[src/rtl/axi_route_pkg.sv]
// Shared target encoding and address decode for the LSU two-target AXI interconnect.
package axi_route_pkg;

   typedef enum logic {
      TGT_MEM    = 1'b0,
      TGT_BRIDGE = 1'b1
   } tgt_e;

   localparam logic [31:0] DEF_BRIDGE_BASE  = 32'h2000_0000;
   localparam logic [31:0] DEF_BRIDGE_LIMIT = 32'h8000_0000;

   // Both bounds are inclusive.
   function automatic tgt_e decode_tgt(input logic [31:0] addr,
                                       input logic [31:0] base,
                                       input logic [31:0] limit);
      return ((addr >= base) && (addr <= limit)) ? TGT_BRIDGE : TGT_MEM;
   endfunction

endpackage

[src/rtl/axi_route_track.sv]
// One-direction tracker: decodes the request address, holds the in-flight target and count.
// Zero-latency allow/sel; a request to another target is held until the count drains to 0.
module axi_route_track
   import axi_route_pkg::*;
#(
   parameter int          MAX_OUTSTANDING = 4,
   parameter int          CNT_W           = 3,
   parameter logic [31:0] BRIDGE_BASE     = DEF_BRIDGE_BASE,
   parameter logic [31:0] BRIDGE_LIMIT    = DEF_BRIDGE_LIMIT
) (
   input  logic        clk,
   input  logic        rst_l,
   input  logic        req_valid,
   input  logic [31:0] addr,
   input  logic        req_ready,
   input  logic        rsp_done,
   output logic        sel,
   output logic        allow,
   output logic        cur_tgt,
   output logic        busy,
   output logic        accept,
   output logic        underflow
);

   localparam logic [CNT_W-1:0] MAX_CNT = CNT_W'(MAX_OUTSTANDING);

   tgt_e             addr_tgt;
   tgt_e             tgt;
   logic [CNT_W-1:0] cnt;
   logic [CNT_W-1:0] cnt_nxt;
   logic             idle;
   logic             dec;

   assign addr_tgt  = decode_tgt(addr, BRIDGE_BASE, BRIDGE_LIMIT);
   assign idle      = (cnt == '0);
   assign sel       = idle ? addr_tgt : tgt;
   assign allow     = idle | ((addr_tgt == tgt) & (cnt < MAX_CNT));
   assign accept    = req_valid & allow & req_ready;
   // A response with nothing outstanding is dropped from the count and reported.
   assign underflow = rsp_done & idle;
   assign dec       = rsp_done & ~idle;
   assign cur_tgt   = tgt;
   assign busy      = ~idle;

   always_comb begin
      cnt_nxt = cnt;
      if (accept && !dec) begin
         cnt_nxt = cnt + 1'b1;
      end else if (!accept && dec) begin
         cnt_nxt = cnt - 1'b1;
      end
   end

   always_ff @(posedge clk or negedge rst_l) begin
      if (!rst_l) begin
         tgt <= TGT_MEM;
         cnt <= '0;
      end else begin
         cnt <= cnt_nxt;
         if (accept) begin
            tgt <= addr_tgt;
         end
      end
   end

endmodule

[src/rtl/axi_route_ctrl.sv]
// Routing controller for the LSU AXI memory/bridge interconnect: mux selects and valid/ready gates.
// Gates are combinational (zero latency); response selects follow the registered per-direction target.
module axi_route_ctrl
   import axi_route_pkg::*;
#(
   parameter int          MAX_OUTSTANDING = 4,
   parameter int          CNT_W           = 3,
   parameter logic [31:0] BRIDGE_BASE     = DEF_BRIDGE_BASE,
   parameter logic [31:0] BRIDGE_LIMIT    = DEF_BRIDGE_LIMIT
) (
   input  logic        clk,
   input  logic        rst_l,
   input  logic        lsu_axi_arvalid,
   input  logic [31:0] lsu_axi_araddr,
   input  logic        lsu_axi_arready,
   input  logic        lsu_axi_rvalid,
   input  logic        lsu_axi_rready,
   input  logic        lsu_axi_rlast,
   input  logic        lsu_axi_awvalid,
   input  logic [31:0] lsu_axi_awaddr,
   input  logic        lsu_axi_awready,
   input  logic        lsu_axi_wvalid,
   input  logic        lsu_axi_wready,
   input  logic        lsu_axi_wlast,
   input  logic        lsu_axi_bvalid,
   input  logic        lsu_axi_bready,
   output logic        ar_sel,
   output logic        ar_allow,
   output logic        r_sel,
   output logic        aw_sel,
   output logic        aw_allow,
   output logic        w_sel,
   output logic        w_allow,
   output logic        b_sel,
   output logic        rd_busy,
   output logic        wr_busy,
   output logic        protocol_err
);

   logic             r_done;
   logic             b_done;
   logic             w_done;
   logic             rd_accept;
   logic             aw_accept;
   logic             rd_under;
   logic             b_under;
   logic             wr_tgt;
   logic [CNT_W-1:0] w_cnt;
   logic [CNT_W-1:0] w_cnt_nxt;
   logic             err;

   assign r_done = lsu_axi_rvalid & lsu_axi_rready & lsu_axi_rlast;
   assign b_done = lsu_axi_bvalid & lsu_axi_bready;

   axi_route_track #(
      .MAX_OUTSTANDING (MAX_OUTSTANDING),
      .CNT_W           (CNT_W),
      .BRIDGE_BASE     (BRIDGE_BASE),
      .BRIDGE_LIMIT    (BRIDGE_LIMIT)
   ) u_rd (
      .clk       (clk),
      .rst_l     (rst_l),
      .req_valid (lsu_axi_arvalid),
      .addr      (lsu_axi_araddr),
      .req_ready (lsu_axi_arready),
      .rsp_done  (r_done),
      .sel       (ar_sel),
      .allow     (ar_allow),
      .cur_tgt   (r_sel),
      .busy      (rd_busy),
      .accept    (rd_accept),
      .underflow (rd_under)
   );

   // The AW tracker counts until B, so it also bounds W since B cannot precede its burst.
   axi_route_track #(
      .MAX_OUTSTANDING (MAX_OUTSTANDING),
      .CNT_W           (CNT_W),
      .BRIDGE_BASE     (BRIDGE_BASE),
      .BRIDGE_LIMIT    (BRIDGE_LIMIT)
   ) u_wr (
      .clk       (clk),
      .rst_l     (rst_l),
      .req_valid (lsu_axi_awvalid),
      .addr      (lsu_axi_awaddr),
      .req_ready (lsu_axi_awready),
      .rsp_done  (b_done),
      .sel       (aw_sel),
      .allow     (aw_allow),
      .cur_tgt   (wr_tgt),
      .busy      (wr_busy),
      .accept    (aw_accept),
      .underflow (b_under)
   );

   // W is held off until its AW has been accepted, so w_cnt cannot underflow.
   assign w_allow = (w_cnt != '0);
   assign w_done  = lsu_axi_wvalid & w_allow & lsu_axi_wready & lsu_axi_wlast;
   assign w_sel   = wr_tgt;
   assign b_sel   = wr_tgt;

   always_comb begin
      w_cnt_nxt = w_cnt;
      if (aw_accept && !w_done) begin
         w_cnt_nxt = w_cnt + 1'b1;
      end else if (!aw_accept && w_done) begin
         w_cnt_nxt = w_cnt - 1'b1;
      end
   end

   always_ff @(posedge clk or negedge rst_l) begin
      if (!rst_l) begin
         w_cnt <= '0;
         err   <= 1'b0;
      end else begin
         w_cnt <= w_cnt_nxt;
         err   <= err | rd_under | b_under;
      end
   end

   assign protocol_err = err;

endmodule

[config.mk]
export PLATFORM = sky130hd
export DESIGN_NAME = axi_route_ctrl
export DESIGN_NICKNAME = d
export VERILOG_FILES = /design/src/rtl/axi_route_pkg.sv /design/src/rtl/axi_route_track.sv /design/src/rtl/axi_route_ctrl.sv
export SDC_FILE = /design/constraint.sdc
export NUM_CORES = 1
export LEC_CHECK = 0
export CORE_UTILIZATION = 26
export DETAILED_ROUTE_END_ITERATION = 12
export GPL_ROUTABILITY_DRIVEN = 0
export PLACE_DENSITY = 0.73
export SYNTH_ARGS = -nofsm -noshare
export SYNTH_HDL_FRONTEND = slang
export SYNTH_SLANG_ARGS = --single-unit
export TNS_END_PERCENT = 50
[constraint.sdc]
create_clock -name clk -period 2.2 [get_ports clk]
set_input_delay 0.22 -clock clk [delete_from_list [all_inputs] [get_ports clk]]
set_output_delay 0.22 -clock clk [all_outputs]
set_load 0.01 [all_outputs]
### Word-level counts from Yosys, hierarchy flattened

Cells that the tools add are included.

* bits in registers: 12
* input port bits: 78
* output and inout port bits: 11
* logic and storage cells: 71

* bitwise logic cells: 22
* mux-type cells: 10
* reductions and logical operators: 19
* add/sub/neg operators: 6
* equal/unequal tests: 2
* magnitude comparators: 6

Operators with widths (count)
* $ge 32x30->1 const B: 2
* $le 32x32->1 const B: 2
* $mux 3: 6
* $and 1x1->1: 16
* $add 3x1->3 const B: 3
* $sub 3x1->3 const B: 3
* $logic_and 1x1->1: 8
* $logic_not 3->1: 2
* $lt 3x3->1 const B: 2
* $reduce_bool 2->1: 3
* $logic_not 1->1: 5
* $mux 1: 4
* $or 1x1->1: 4
* $reduce_bool 3->1: 1
* $eq 1x1->1: 2
* $not 1->1: 2

### Depth between registers and ports, before layout

* word-level depth: 12
* mapped depth: 11
* depth with buffers taken out: 11

### Modules after synthesis

A second synthesis with hierarchy kept.

* cells, all modules: 110
* area, all modules: 1086.0 um^2

Modules (own cells, without submodules)
* axi_route_track: area each 429.2 um^2, instances 2, cells each 46, sequential area each 100.1 um^2
* axi_route_ctrl: area each 227.7 um^2, instances 1, cells each 18, sequential area each 100.1 um^2

### Worst setup path after synthesis

Ideal clock, no wire load.

* path type: reg-to-reg
* start: register u_rd.cnt[0]
* end: register u_rd.cnt[2]
* cell stages (with the launch flop): 12
* clock period less this slack: 2335 ps
* arrival: 2255 ps
* required time: 2121 ps
* slack: -135 ps
* setup time: 79 ps
* path buffers: 1
* cell sequence: dfrtp_1 > or3_1 > clkbuf_1 > o31ai_1 > nor2b_1 > a41o_1 > ha_1 > inv_1 > fa_1 > xor2_1 > nor2_1 > xor2_1

* elaborated cells between the ends (all ways): 17
* classes of those cells: add/sub: 2; order compare: 1; mux: 2; bitwise: 6; reduce/logical: 6

RTL lines
* start, declared: RTL line axi_route_track.sv:29 `logic [CNT_W-1:0] cnt;`
* start signal, assigned: RTL line axi_route_track.sv:59 `cnt <= cnt_nxt;`
* $logic_not 3->1 *: RTL line axi_route_track.sv:35 `assign idle = (cnt == '0);`
* $not 1->1 *
* via rd_busy: RTL line axi_route_ctrl.sv:35 `output logic rd_busy,`
* $and 1x1->1 *: RTL line axi_route_track.sv:41 `assign dec = rsp_done & ~idle;`
* $logic_not 1->1: RTL line axi_route_track.sv:47 `if (accept && !dec) begin`
* $logic_and 1x1->1: RTL line axi_route_track.sv:47
* $mux 3 or $reduce_bool 2->1 (tied branches)

Mark *: on every way through the listed nets, which the timed path passes. The rest lies on a longest branch. The select of a mux whose other input is x is not followed.
A chain may end at the register's enable or synchronous reset.

### Worst setup path after layout

* start: input port lsu_axi_awaddr[3]
* end: register u_wr.cnt[2]

* longest elaborated chain between the ends: 11
* elaborated cells between the ends (all ways): 14
* classes of those cells: order compare: 2; eq/ne: 1; mux: 2; bitwise: 4; reduce/logical: 5

Ends and longest elaborated chain
* start, declared: RTL line axi_route_ctrl.sv:20 `input logic [31:0] lsu_axi_awaddr,`
* $ge 32x30->1 or $le 32x32->1 (tied branches): RTL line axi_route_pkg.sv:16 `return ((addr >= base) && (addr <= limit)) ? TGT_BRIDGE : TGT_MEM;`
* $logic_and 1x1->1 *: RTL line axi_route_pkg.sv:16
* $mux 1 *: RTL line axi_route_pkg.sv:16
* $eq 1x1->1 *: RTL line axi_route_track.sv:37 `assign allow = idle | ((addr_tgt == tgt) & (cnt < MAX_CNT));`
* $and 1x1->1 *: RTL line axi_route_track.sv:37
* $or 1x1->1 *: RTL line axi_route_track.sv:37
* $and 1x1->1 * (2 in a row): RTL line axi_route_track.sv:38 `assign accept = req_valid & allow & req_ready;`
* via aw_accept: RTL line axi_route_ctrl.sv:44 `logic aw_accept;`
* $logic_not 1->1: RTL line axi_route_track.sv:49 `end else if (!accept && dec) begin`
* $logic_and 1x1->1: RTL line axi_route_track.sv:49
* $reduce_bool 2->1 (no line)
* end signal, assigned: RTL line axi_route_track.sv:59
* end, declared: RTL line axi_route_track.sv:29

Mark *: on every way through the listed nets, which the timed path passes. The rest lies on a longest branch.

==> metrics.cfg <==
[status]
status = finished, violations left
failed_checks = negative setup slack

[route]
detail_route.wirelength_mm = 3.570
drt_first_pass_iters = 3
detail_route.wl_per_cell_um = 14.28
drcViolationCount = 0
routed-via-count = 1222
antenna_left = 0
drt_iter0_drc = 13
routed_via_density = 4.888

[layout]
layout_fillers = 234
areaGrowthSynthToFinish_pct = 150.5
antenna_cells_inserted = 0
final_cell_mix = dlymetal6s2s_1, buf_4, clkdlybuf4s50_1
finalNonFillerCells = 250
final_common_cell = dlymetal6s2s_1
post_route_cells_drive_above_1_share_pct = 42.72
finalNetCount = 291

[die]
core_region_area_sq_um = 3153
floorplan.die_area_sq_um = 3680
num_rows = 20
die_x_um = 60.66
initial_utilization_pct = 28.37
chip_height_um = 60.66
boundaryPins = 89

[pwr]
p_leak_uw = 0.001171
switching_share_pct = 35.64
power-per-cell-area_nw_per_um2 = 831.8
part_of_the_total_power_dissipated_in_sequential_elements_pct = 23.9
internal_power_uw = 1200
comb_power_share_pct = 67.0
clkPwrFrac_pct = 9.1
p_sw_uw = 664.4
ir_worst_vdd_mv = 0.4394

[worst_setup_path]
crit_path_end_kind = register
crit_fanout = 2
crit_path_start = lsu_axi_awaddr[3]
crit_required_ns = 2.39
cp_slowest_cell = fa_2
startpoint_type = input port
crit_arrival_ns = 2.47
path_cells = buf_6 > nor4_4 > nand4_1 > o22a_1 > xnor2_2 > o31ai_2 > buf_4 > ha_4 > inv_2 > fa_2 > xor2_1 > nor2_1 > xor2_1
reg2reg_depth = 10
path_buf_inv = 3
timing.critical_path.slowest_cell_delay_ns = 0.34
critical_path.reg2reg.startpoint = u_rd.cnt[0]$_DFFE_PN0P_
crit_type = input port to register
worst_path_most_repeated_cell = xor2_1
cp_top_family = compound AO/OA/AOI/OAI gates
stages_on_worst_setup_path = 13

[cts]
cts_max_level = 1
cts.reportedPaths.clkPinSlew_ns = 0.07
clock_tree.root_cell = clkbuf_4
ctsHoldBuffers = 0
cts_buffers = 3
tritoncts_clock_tree = done
ctsLongestPathBuffers = 2
insertion_delay_ns = 0.26
cts_sinks = 12

[place]
placed_cells = 240
io_port_bufs = 88
dp_hpwl_mm = 2.824

[global_route]
track_usage_pct = 17.01
number_of_antenna_violations_at_the_first_check_in_global_routing = 0
largest_net_degree_at_the_start_of_global_routing = 13
grt-ovfl-total = 0
grt_first_pass_wirelength_mm = 4.740
grt_pass1_vias = 1218

[logic_synthesis]
synthFlopType = dfrtp_1
synth_area_sq_um = 894.6
netlist-cell-type-count = 27
synth-seq-area-share_pct = 33.57
synthesis.area_per_instance_sq_um = 9.619
ys_top_cells_by_area = dfrtp_1, nor4_1, fa_1, mux2_2, xnor2_1
syn_nets = 177
syn-instance-count = 93
postSynthRegisterBits = 12
synth-edff-count = 0
synth-warning-count = 0
synth_top_cell_area_share_pct = 33.57
synth_top_cell_by_area = dfrtp_1
asyncSetResetFlopFracSynth_pct = 100.0

[timing]
tightest_slew_ns = 0.5191
holdWs_ns = 0.2945
worst_slack_ns = -0.07809
setup_viol = 4
fmax_achieved_mhz = 439.0
hold_viol_final = 0
finalCriticalPeriod_ns = 2.278
rel_slew_slack_pct = 65.28
clock_skew_ns = 0.0004188
unrepaired_setup_endpoints_after_global_routing = true
final_min_period_over_clock_period_pct = 103.5
drv_slew = 0

[min_path]
hold_path_class = input port to async pin

[run]
max_cap_viol_count = 0

cell families after synthesis:
| kind of cell | count (synthesis) | share of synthesized area, % |
|---|---|---|
| simple gates | 41 | 26.29 |
| xor+xnor | 12 | 11.75 |
| flops | 12 | 33.57 |
| compound gates | 11 | 8.253 |
| buf+inv | 6 | 2.936 |
| fa+ha+maj | 6 | 10.91 |
| mux | 5 | 6.293 |
synthesized netlist by cell type, types with 2 or more instances:
master and instances:
ha_1 3, dfrtp_1 12, fa_1 3, inv_1 4, or3_1 2, xnor2_1 6, nor2b_1 2, xor2_1 6
nand3_1 3, nand2_1 4, nor4_1 14, nor2_1 7, mux2_2 5, o31ai_1 2, o21ai_0 4, nand4_1 5
stage by stage:
| stage | total power (uW) | util (%) | TNS (ns) | area [sq um] | setup WS (ns) |
|---|---|---|---|---|---|
| 2_1_floorplan | 947.1 | - | -0.3459 | 957.2 | -0.09603 |
| 4_1_cts | 1766 | 65.56 | -0.6172 | 2067 | -0.2113 |
| 5_1_grt | 2001 | 71.07 | -0.6636 | 2241 | -0.1558 |
| 6_report | 1864 | 71.07 | -0.2168 | 2241 | -0.07809 |
| 3_3_place_gp | 1508 | 63.41 | -4.427 | 1999 | -0.6556 |
| 3_5_place_dp | 1558 | 63.41 | -5.612 | 1999 | -0.8195 |
metal layers:
metal  track usage (%)  vias up  part of all wire [%]
met5                 0        -                     0
li1                  -      576                     -
met2             35.01       86                    50
met3             5.757        2                    14
met4             2.273        0                  0.45
met1             16.40      558                    35
sequential cells by signal, summed over array words and instances, names as in the netlist:
name	cells
u_rd.cnt	3
u_wr.cnt	3
w_cnt	3
protocol_err	1
u_rd.cur_tgt	1
u_wr.cur_tgt	1
final timing paths:
check	end	slack, ns
setup / recovery	u_wr.cnt[2]$_DFFE_PN0P_	-0.08
max in group asynchronous	u_wr.cnt[2]$_DFFE_PN0P_	1.56
hold / removal	u_rd.cnt[1]$_DFFE_PN0P_	0.29
setup reg to reg	u_rd.cnt[2]$_DFFE_PN0P_	-0.06
hold reg to reg	w_cnt[2]$_DFFE_PN0P_	0.47
min in group clk	w_cnt[2]$_DFFE_PN0P_	0.47
repair_timing:
action | in CTS | in global routing
gates resized for setup | 130 | 49
endpoints found under the setup margin | 11 | 9
buffers inserted | 2 | 4
pin swaps | 26 | 34
power groups by stage:
stage                     clock network (uW)  registers (uW)  logic, uW
after floorplan                            0             456        491
after detailed placement                   0             442       1120
after global routing                     185             463       1350
final                                    170             445       1250
after global placement                     0             434       1070
after CTS                                174             443       1150
area by class of cell:
cell class	instances	area [sq um]	area share, %
Tap cell	44	55.05	2.457
Multi-Input combinational cell	75	783.3	34.95
Sequential cell	12	300.3	13.40
Inverter	4	15.01	0.6700
Clock buffer	4	36.28	1.619
Timing Repair Buffer	111	1051	46.90
Power figures use the tool's default switching activity.
